===== src/rtl/banner_scan_ctrl_pkg.sv =====
// Shared constants, state encoding and wrap-add helper for the title-banner scanner.
package banner_scan_ctrl_pkg;

    localparam int ROM_W = 1440;      // pixels per ROM row
    localparam int COL_W = 11;        // column / offset width
    localparam int ROW_W = 6;         // ROM address width
    localparam int SUM_W = 12;        // offset + column sum width before wrap

    localparam logic [SUM_W-1:0] ROM_W_SUM   = 12'd1440;
    localparam logic [COL_W-1:0] ROM_W_COL   = 11'd1440;
    localparam logic [COL_W-1:0] ROM_MSB_IDX = 11'd1439;
    localparam logic [ROW_W-1:0] ROW_FIRST   = 6'd1;
    localparam logic [ROW_W-1:0] ROW_LAST    = 6'd39;
    localparam logic [COL_W-1:0] WIN_LAST    = 11'd639;   // WIN_W - 1
    localparam logic [COL_W-1:0] SCROLL_STEP = 11'd4;

    typedef enum logic [1:0] {
        ST_IDLE   = 2'd0,
        ST_FETCH  = 2'd1,
        ST_STREAM = 2'd2
    } state_t;

    // (a + b) mod ROM_W for a < ROM_W and b small enough that one subtraction suffices
    function automatic logic [COL_W-1:0] wrap_add(input logic [COL_W-1:0] a,
                                                  input logic [COL_W-1:0] b);
        logic [SUM_W-1:0] sum_s;
        sum_s = {1'b0, a} + {1'b0, b};
        if (sum_s >= ROM_W_SUM) begin
            wrap_add = sum_s[COL_W-1:0] - ROM_W_SUM[COL_W-1:0];
        end else begin
            wrap_add = sum_s[COL_W-1:0];
        end
    endfunction

endpackage


===== src/rtl/banner_scan_ctrl_col_sel.sv =====
// Maps a window column to its wrapped ROM x position and picks that pixel from a row word.
module banner_scan_ctrl_col_sel
    import banner_scan_ctrl_pkg::*;
(
    input  logic [ROM_W-1:0] row_word,
    input  logic [COL_W-1:0] off,
    input  logic [COL_W-1:0] col,
    output logic             bit_val
);

    logic [COL_W-1:0] x_s;

    // wrap the scrolled column into the ROM row, then select MSB-first
    always_comb begin
        x_s     = wrap_add(off, col);
        bit_val = row_word[ROM_MSB_IDX - x_s];
    end

endmodule


===== src/rtl/banner_scan_ctrl.sv =====
// Title-banner scan controller: fetches ROM rows per frame and streams a scrolled pixel window.
module banner_scan_ctrl
    import banner_scan_ctrl_pkg::*;
(
    input  logic             clk,
    input  logic             rst,
    input  logic             start,
    input  logic             scroll_en,
    input  logic             scroll_set,
    input  logic [COL_W-1:0] scroll_val,
    output logic [ROW_W-1:0] rom_adder,
    input  logic [ROM_W-1:0] rom_data,
    output logic             pix_valid,
    input  logic             pix_ready,
    output logic             pix_bit,
    output logic [ROW_W-1:0] pix_row,
    output logic [COL_W-1:0] pix_col,
    output logic [COL_W-1:0] scroll_off,
    output logic             busy,
    output logic             frame_done
);

    state_t           state_r;
    logic [ROM_W-1:0] row_buf_r;
    logic [ROM_W-1:0] sel_word_s;
    logic [COL_W-1:0] sel_col_s;
    logic             sel_bit_s;

    // pixel lookahead: first pixel straight from the ROM in FETCH, next column from row_buf otherwise
    always_comb begin
        if (state_r == ST_FETCH) begin
            sel_word_s = rom_data;
            sel_col_s  = 11'd0;
        end else begin
            sel_word_s = row_buf_r;
            sel_col_s  = pix_col + 11'd1;
        end
    end

    banner_scan_ctrl_col_sel u_col_sel (
        .row_word (sel_word_s),
        .off      (scroll_off),
        .col      (sel_col_s),
        .bit_val  (sel_bit_s)
    );

    // frame sequencer with row/column counters, row buffer, scroll register and registered outputs
    always_ff @(posedge clk or posedge rst) begin
        if (rst) begin
            state_r    <= ST_IDLE;
            row_buf_r  <= '0;
            rom_adder  <= 6'd0;
            pix_valid  <= 1'b0;
            pix_bit    <= 1'b0;
            pix_row    <= 6'd0;
            pix_col    <= 11'd0;
            scroll_off <= 11'd0;
            busy       <= 1'b0;
            frame_done <= 1'b0;
        end else begin
            frame_done <= 1'b0;
            case (state_r)
                ST_IDLE: begin
                    rom_adder <= 6'd0;
                    // a set in the same cycle as start lands before the first fetch uses it
                    if (scroll_set) begin
                        scroll_off <= (scroll_val >= ROM_W_COL) ? 11'd0 : scroll_val;
                    end
                    if (start) begin
                        rom_adder <= ROW_FIRST;
                        busy      <= 1'b1;
                        state_r   <= ST_FETCH;
                    end
                end
                ST_FETCH: begin
                    row_buf_r <= rom_data;
                    pix_row   <= rom_adder;
                    pix_col   <= 11'd0;
                    pix_bit   <= sel_bit_s;
                    pix_valid <= 1'b1;
                    state_r   <= ST_STREAM;
                end
                ST_STREAM: begin
                    if (pix_valid && pix_ready) begin
                        if (pix_col < WIN_LAST) begin
                            pix_col <= pix_col + 11'd1;
                            pix_bit <= sel_bit_s;
                        end else begin
                            pix_valid <= 1'b0;
                            if (pix_row < ROW_LAST) begin
                                rom_adder <= rom_adder + 6'd1;
                                state_r   <= ST_FETCH;
                            end else begin
                                rom_adder  <= 6'd0;
                                busy       <= 1'b0;
                                frame_done <= 1'b1;
                                state_r    <= ST_IDLE;
                                if (scroll_en) begin
                                    scroll_off <= wrap_add(scroll_off, SCROLL_STEP);
                                end
                            end
                        end
                    end
                end
                default: begin
                    state_r   <= ST_IDLE;
                    pix_valid <= 1'b0;
                    busy      <= 1'b0;
                end
            endcase
        end
    end

endmodule


===== config.mk =====
export PLATFORM = sky130hd
export DESIGN_NAME = banner_scan_ctrl
export DESIGN_NICKNAME = d
export VERILOG_FILES = /design/src/rtl/banner_scan_ctrl_pkg.sv /design/src/rtl/banner_scan_ctrl_col_sel.sv /design/src/rtl/banner_scan_ctrl.sv
export SDC_FILE = /design/constraint.sdc
export NUM_CORES = 2
export LEC_CHECK = 0
export CELL_PAD_IN_SITES_DETAIL_PLACEMENT = 0
export CELL_PAD_IN_SITES_GLOBAL_PLACEMENT = 2
export CORE_AREA = 2 2 574 576
export DETAILED_ROUTE_END_ITERATION = 10
export DIE_AREA = 0 0 576 578
export PLACE_DENSITY = 0.58
export SETUP_SLACK_MARGIN = 0.4
export SLEW_MARGIN = 10
export SYNTH_ARGS = -nofsm -noshare
export SYNTH_HDL_FRONTEND = slang
export SYNTH_SLANG_ARGS = --single-unit

===== constraint.sdc =====
create_clock -name clk -period 142.5 [get_ports clk]
set_input_delay 28.5 -clock clk [delete_from_list [all_inputs] [get_ports clk]]
set_output_delay 28.5 -clock clk [all_outputs]
set_load 0.01 [all_outputs]

# Word level (Yosys, flattened, before mapping)
# Cells that the tools add are included.
# W data, S select, Z words.
# word_totals
latch_bits,0
memories,0
ram_bits,0
inputBits,1457
output_inout_bits,38
wordCells,85
rom_bits,0
regBits,1480
# op_classes
add_sub_neg,7
muxes,41
n_eq_ne,9
n_shift,0
n_reduce_logical,10
order_cmp,6
div_mod_pow,0
bitwise,2
n_mul,0
# ops
operator,n
$mux W1440,1
$mux W11,11
$pmux W11 S2,2
$ge A12 B11 Y1 const B,2
$sub A11 B11 Y11 const B,2
$mux W6,3
$mux W1,15
$ne A2 B2 Y1 const B,7
$add A11 B11 Y12,1
$add A11 B3 Y12 const B,1
$lt A11 B12 Y1 const B,1
$pmux W6 S2,1
$reduce_and A3 Y1,4
$add A11 B1 Y11 const B,1
$bmux W1 S11,1
$ge A11 B11 Y1 const B,1
$lt A11 B10 Y1 const B,1
$sub A11 B11 Y11 const A,1
$add A6 B1 Y6 const B,1
$lt A6 B6 Y1 const B,1
$mux W2,3
$pmux W1 S3,2
$pmux W2 S3,1
$reduce_and A6 Y1,1
8 further kinds,10

# Depth between registers and ports, before layout
# logic_depth
ltp_word,11
mapped_depth,40
ltp_nobuf,27

# Hierarchy
# A second synthesis with hierarchy kept.
# unflattened
cells_unflattened,7171
area_unflattened_um2,68439.4
# by_module_without_submodules
mod,seq_area_each_um2,cells_per_inst,area_each_um2,n_inst
banner_scan_ctrl,37035.5,6402,56146.3,1
banner_scan_ctrl_col_sel,0.0,769,12293.0,1

# Worst setup path before layout
# OpenSTA, ideal clock, no wires.
# synth_path
path_kind,input to register
startpoint,in rom_data[872]
endpoint,reg pix_bit
setup_time_ps,136
cell_stages,11
t_arrival_ps,30379
path_slack_ps,111985
n_path_buf,0
required_ps,142364
path_cell_list,mux4_2 and2_1 a311oi_1 o31ai_1 a21oi_1 nor2_1 mux2_2 o21ai_0 a31oi_1 o32ai_2 o211ai_2
# synth_via
elab_chain_cells,6
# synth_rtl
element,line,source
from (decl),banner_scan_ctrl.sv:12,"input logic [ROM_W-1:0] rom_data,"
$mux W1440 (*),banner_scan_ctrl.sv:31,if (state_r == ST_FETCH) begin
$bmux W1 S11 (*),banner_scan_ctrl_col_sel.sv:16,bit_val = row_word[ROM_MSB_IDX - x_s];
$mux W1 (not written as such) (*),banner_scan_ctrl_col_sel.sv:16,
$mux W1,banner_scan_ctrl.sv:85,if (pix_col < WIN_LAST) begin
$mux W1,banner_scan_ctrl.sv:84,if (pix_valid && pix_ready) begin
$pmux W1 S2 (*),banner_scan_ctrl.sv:62,case (state_r)
to (signal assigned),banner_scan_ctrl.sv:79,pix_bit <= sel_bit_s;
to (signal assigned),banner_scan_ctrl.sv:87,pix_bit <= sel_bit_s;
to (decl),banner_scan_ctrl.sv:15,"output logic pix_bit,"
# Mark *: on every way between the ends. The rest lies on a longest branch, timed or not. The select of a mux whose other input is x is not followed.
# A chain may end at the register's enable or synchronous reset.

==> parameters.txt <==
Parameter                              Value

Route
  Per-cell routed wire length    30.0 um
  Aggregate routed wire length    416000 um
  Vias    63700
  Vias per cell    4.60
  Residual antenna-violating net count after detailed routing    0
  Iteration-0 DRC Markers    4674
  First-pass iteration count of the detailed router    6
  Residual DRC    0

Clock tree
  CTS Hold Bufs    0
  Total of cells resized after clock tree synthesis    0
  Max Root-Sink Buffers    4
  CTS sink count    1480
  Worst skew pair latency    890 ps
  Root Buffer    clkbuf_16
  Number of setup buffers added after CTS    0
  CTS tree    done
  Depth of the CTS H-tree    4
  Clock slew seen by the registers of the worst setup and hold paths    ~60 ps
  Total clock buffers created by CTS    approximately 200

Placement
  Count of buffers from port buffering    between 1000 and 1500
  DP HPWL    317000 um
  Placed standard-cell area    0.0907 mm2
  Weighted congestion at the end of routability-driven global placement    ~0.84

STA
  Setup clock skew after layout    30.1 ps
  Final TNS setup    0 ps
  RSZ-0062 raised after global routing    false
  Tightest Pin Transition    1220 ps
  Share of the clock period used by the worst path    0.223
  Final max-slew violation count    0
  Peak clock frequency supported by timing    0.0314 GHz
  Final setup vio count    0
  Period minus WS final    31810 ps
  Max_slew headroom    0.162
  Final Hold Vio Count    0

Pwr
  Cell-internal power    0.000877 W
  Power per cell area    14.7 mW/mm2
  VDD IR max    18.7 uV
  Sequential power share    0.295
  Fraction of power consumed by the clock network    0.357
  Switching power of the nets    approximately 0.00056 W
  Combinational share of power    0.349
  Leakage Power    ~40 nW
  Post-route total power    0.00144 W
  Switching power share of the total    0.390

Cells and area
  Highest-count cells in the layout ignoring fill and taps    nand2_1, clkdlybuf4s50_1, dfrtp_1
  Fraction of final layout cells sized beyond drive strength 1    0.0970
  Final std cell area, no fill    ~0.097 mm2
  Most common library cell in the layout ignoring fill and taps    nand2_1
  Final cell utilization of the core    0.299
  Synthesis-to-layout area growth    37.1%
  Storage element area    0.0370 mm2
  Fill count    34800
  Net count, final    10700
  Area of the multi-input gates    0.0317 mm2

Yosys
  Prevailing post-synth register cell    dfrtp_1
  Yosys warns    0
  Post-synth EDFFs    0
  Total nets after synthesis    9387
  Fraction of the yosys area taken by sequential cells    0.521
  Number of distinct standard cells referenced by the synthesized netlist    100
  Synthesized flop and latch total    1480
  Avg Synthesized Cell Area    approximately 9 um2
  Cell area after technology mapping    0.0711 mm2
  Post-Synthesis Cells    7910
  Post-synth ARST share    1.00

Status
  Result of the run    completed

Setup path
  Critical Path Sink Type    asynchronous set/reset pin
  Cell type with the highest occurrence count on the critical path    buf_4
  Crit path required time    about 140000 ps
  CP Data Arrival Time    roughly 33000 ps
  Cells along the critical path    clkdlybuf4s50_1 > inv_8 > buf_12 > buf_4 > buf_4 > buf_4
  CP max FO    119
  Biggest cell delay along the critical path    around 810 ps
  Critical-path top delay cell    buf_4
  Critical path class    input port to asynchronous set/reset pin
  Category of the worst setup path launch point    input port

GRT
  Number of global-route vias before repair    65500
  Total routing usage reported by global routing    0.243
  Largest net degree at the start of global routing    168
  Global-route congestion overflow total    0
  First-pass GRT wire length    560000 um
  Antenna violations before repair    300

Die
  Placement row count    210
  Total die area    0.333 mm2
  Floorplan core area    0.326 mm2
  I/O pin count    between 1000 and 1500
  Chip width    576 um
  Initial cell density of the core    0.218
  Vertical die dimension    578 um

Min path
  Worst min path class    flop to flop

Flow run
  Max Cap Violations    0
[layout make-up]
type / count / area share
sequential: 1480 / 0.380
multi-input combinational: 5852 / 0.326
timing repair buffer: 1628 / 0.166
clock buffer: 291 / 0.0592
tap: 4346 / 0.0558
clock inverter: 58 / 0.00773
inverter: 78 / 0.00321
antenna: 107 / 0.00275
[sequential cells by signal, summed over array words and instances, names as in the netlist]
register and cells:
pix_bit 1, pix_row 6, state_r 2, row_buf_r 1440
pix_valid 1, rom_adder 6, pix_col 11, busy 1
scroll_off 11, frame_done 1
[power by group through the flow]
stage	Sequential (W)	Combinational [W]	Clock (W)
6_report	0.000423	0.000501	0.000512
5_1_grt	0.000423	0.000529	0.000543
4_1_cts	0.000423	0.000519	0.000528
3_5_place_dp	0.000431	0.000517	0
3_3_place_gp	0.000431	0.000518	0
2_1_floorplan	0.000432	0.000232	0
[per-layer routing]
| metal | share of wire | vias up | track usage |
|---|---|---|---|
| met5 | 0.0029 | - | 0 |
| met4 | 0.033 | 186 | 0.0766 |
| met3 | 0.071 | 721 | 0.0693 |
| met2 | 0.48 | 2108 | 0.407 |
| met1 | 0.42 | 31900 | 0.302 |
| li1 | - | 28800 | - |
[cells by family (layout without fill, tap and decap cells)]
group | after synthesis | in the layout | share of synthesized area
AND/OR/NAND/NOR | 4684 | 4684 | 0.255
flip-flops | 1480 | 1480 | 0.521
buffers and inverters | 578 | 2055 | 0.0358
AO/OA/AOI/OAI | 568 | 568 | 0.0590
multiplexers | 554 | 554 | 0.121
XOR/XNOR | 26 | 26 | 0.00368
adder cells (fa/ha/maj) | 20 | 20 | 0.00363
other | 0 | 107 | 0
[critical path, delay by kind of cell]
| kind | cells | cell delay [ps] |
|---|---|---|
| buf+inv | 6 | 3750 |
[metrics by stage]
stage	cells	worst slack (ps)	hold WS, ps
5_1_grt	13800	110130	478
4_1_cts	13700	110570	467
3_5_place_dp	13400	109590	453
3_3_place_gp	13400	109670	447
2_1_floorplan	7910	72250	433
6_report	13800	110690	461
[cells in the mapped netlist, types with 11 or more instances]
library cell,number,area share
a221oi_1,11,0.0014
mux2_2,176,0.028
mux2i_1,149,0.021
buf_2,212,0.015
clkbuf_1,175,0.0092
o221ai_1,28,0.0035
nand3_1,187,0.013
xor2_1,11,0.0014
a32oi_1,40,0.0049
and2_1,22,0.0019
nor3_1,20,0.0014
dfrtp_1,1480,0.52
nor2_1,128,0.0068
ha_1,19,0.0033
o211ai_1,37,0.0039
buf_4,22,0.0023
a21o_1,20,0.0021
o21ai_0,68,0.0048
inv_1,75,0.0040
buf_1,87,0.0046
mux4_2,228,0.072
and3_1,18,0.0016
a21oi_1,82,0.0058
xnor2_1,12,0.0015
o2111ai_1,18,0.0022
nand2_1,4249,0.22
o22ai_1,49,0.0043
a31oi_1,41,0.0036
o22a_1,28,0.0035
a22o_1,15,0.0018
nand4_1,11,0.00097
[worst paths after layout]
| path | cells after the start | from | slack, ps | to |
|---|---|---|---|---|
| min in group asynchronous | 2 | rst | 28100 | row_buf_r[1150] |
| worst max register to register | 25 | state_r[1] | 132740 | pix_bit |
| worst min register to register | 2 | row_buf_r[362] | 460 | row_buf_r[362] |
| worst max-delay path | 6 | rst | 110690 | row_buf_r[1275] |
| max in group clk | 10 | rom_data[1316] | 111180 | pix_bit |
| worst min-delay path | 2 | row_buf_r[362] | 460 | row_buf_r[362] |
Note: power is estimated with default switching activity, not from simulation.
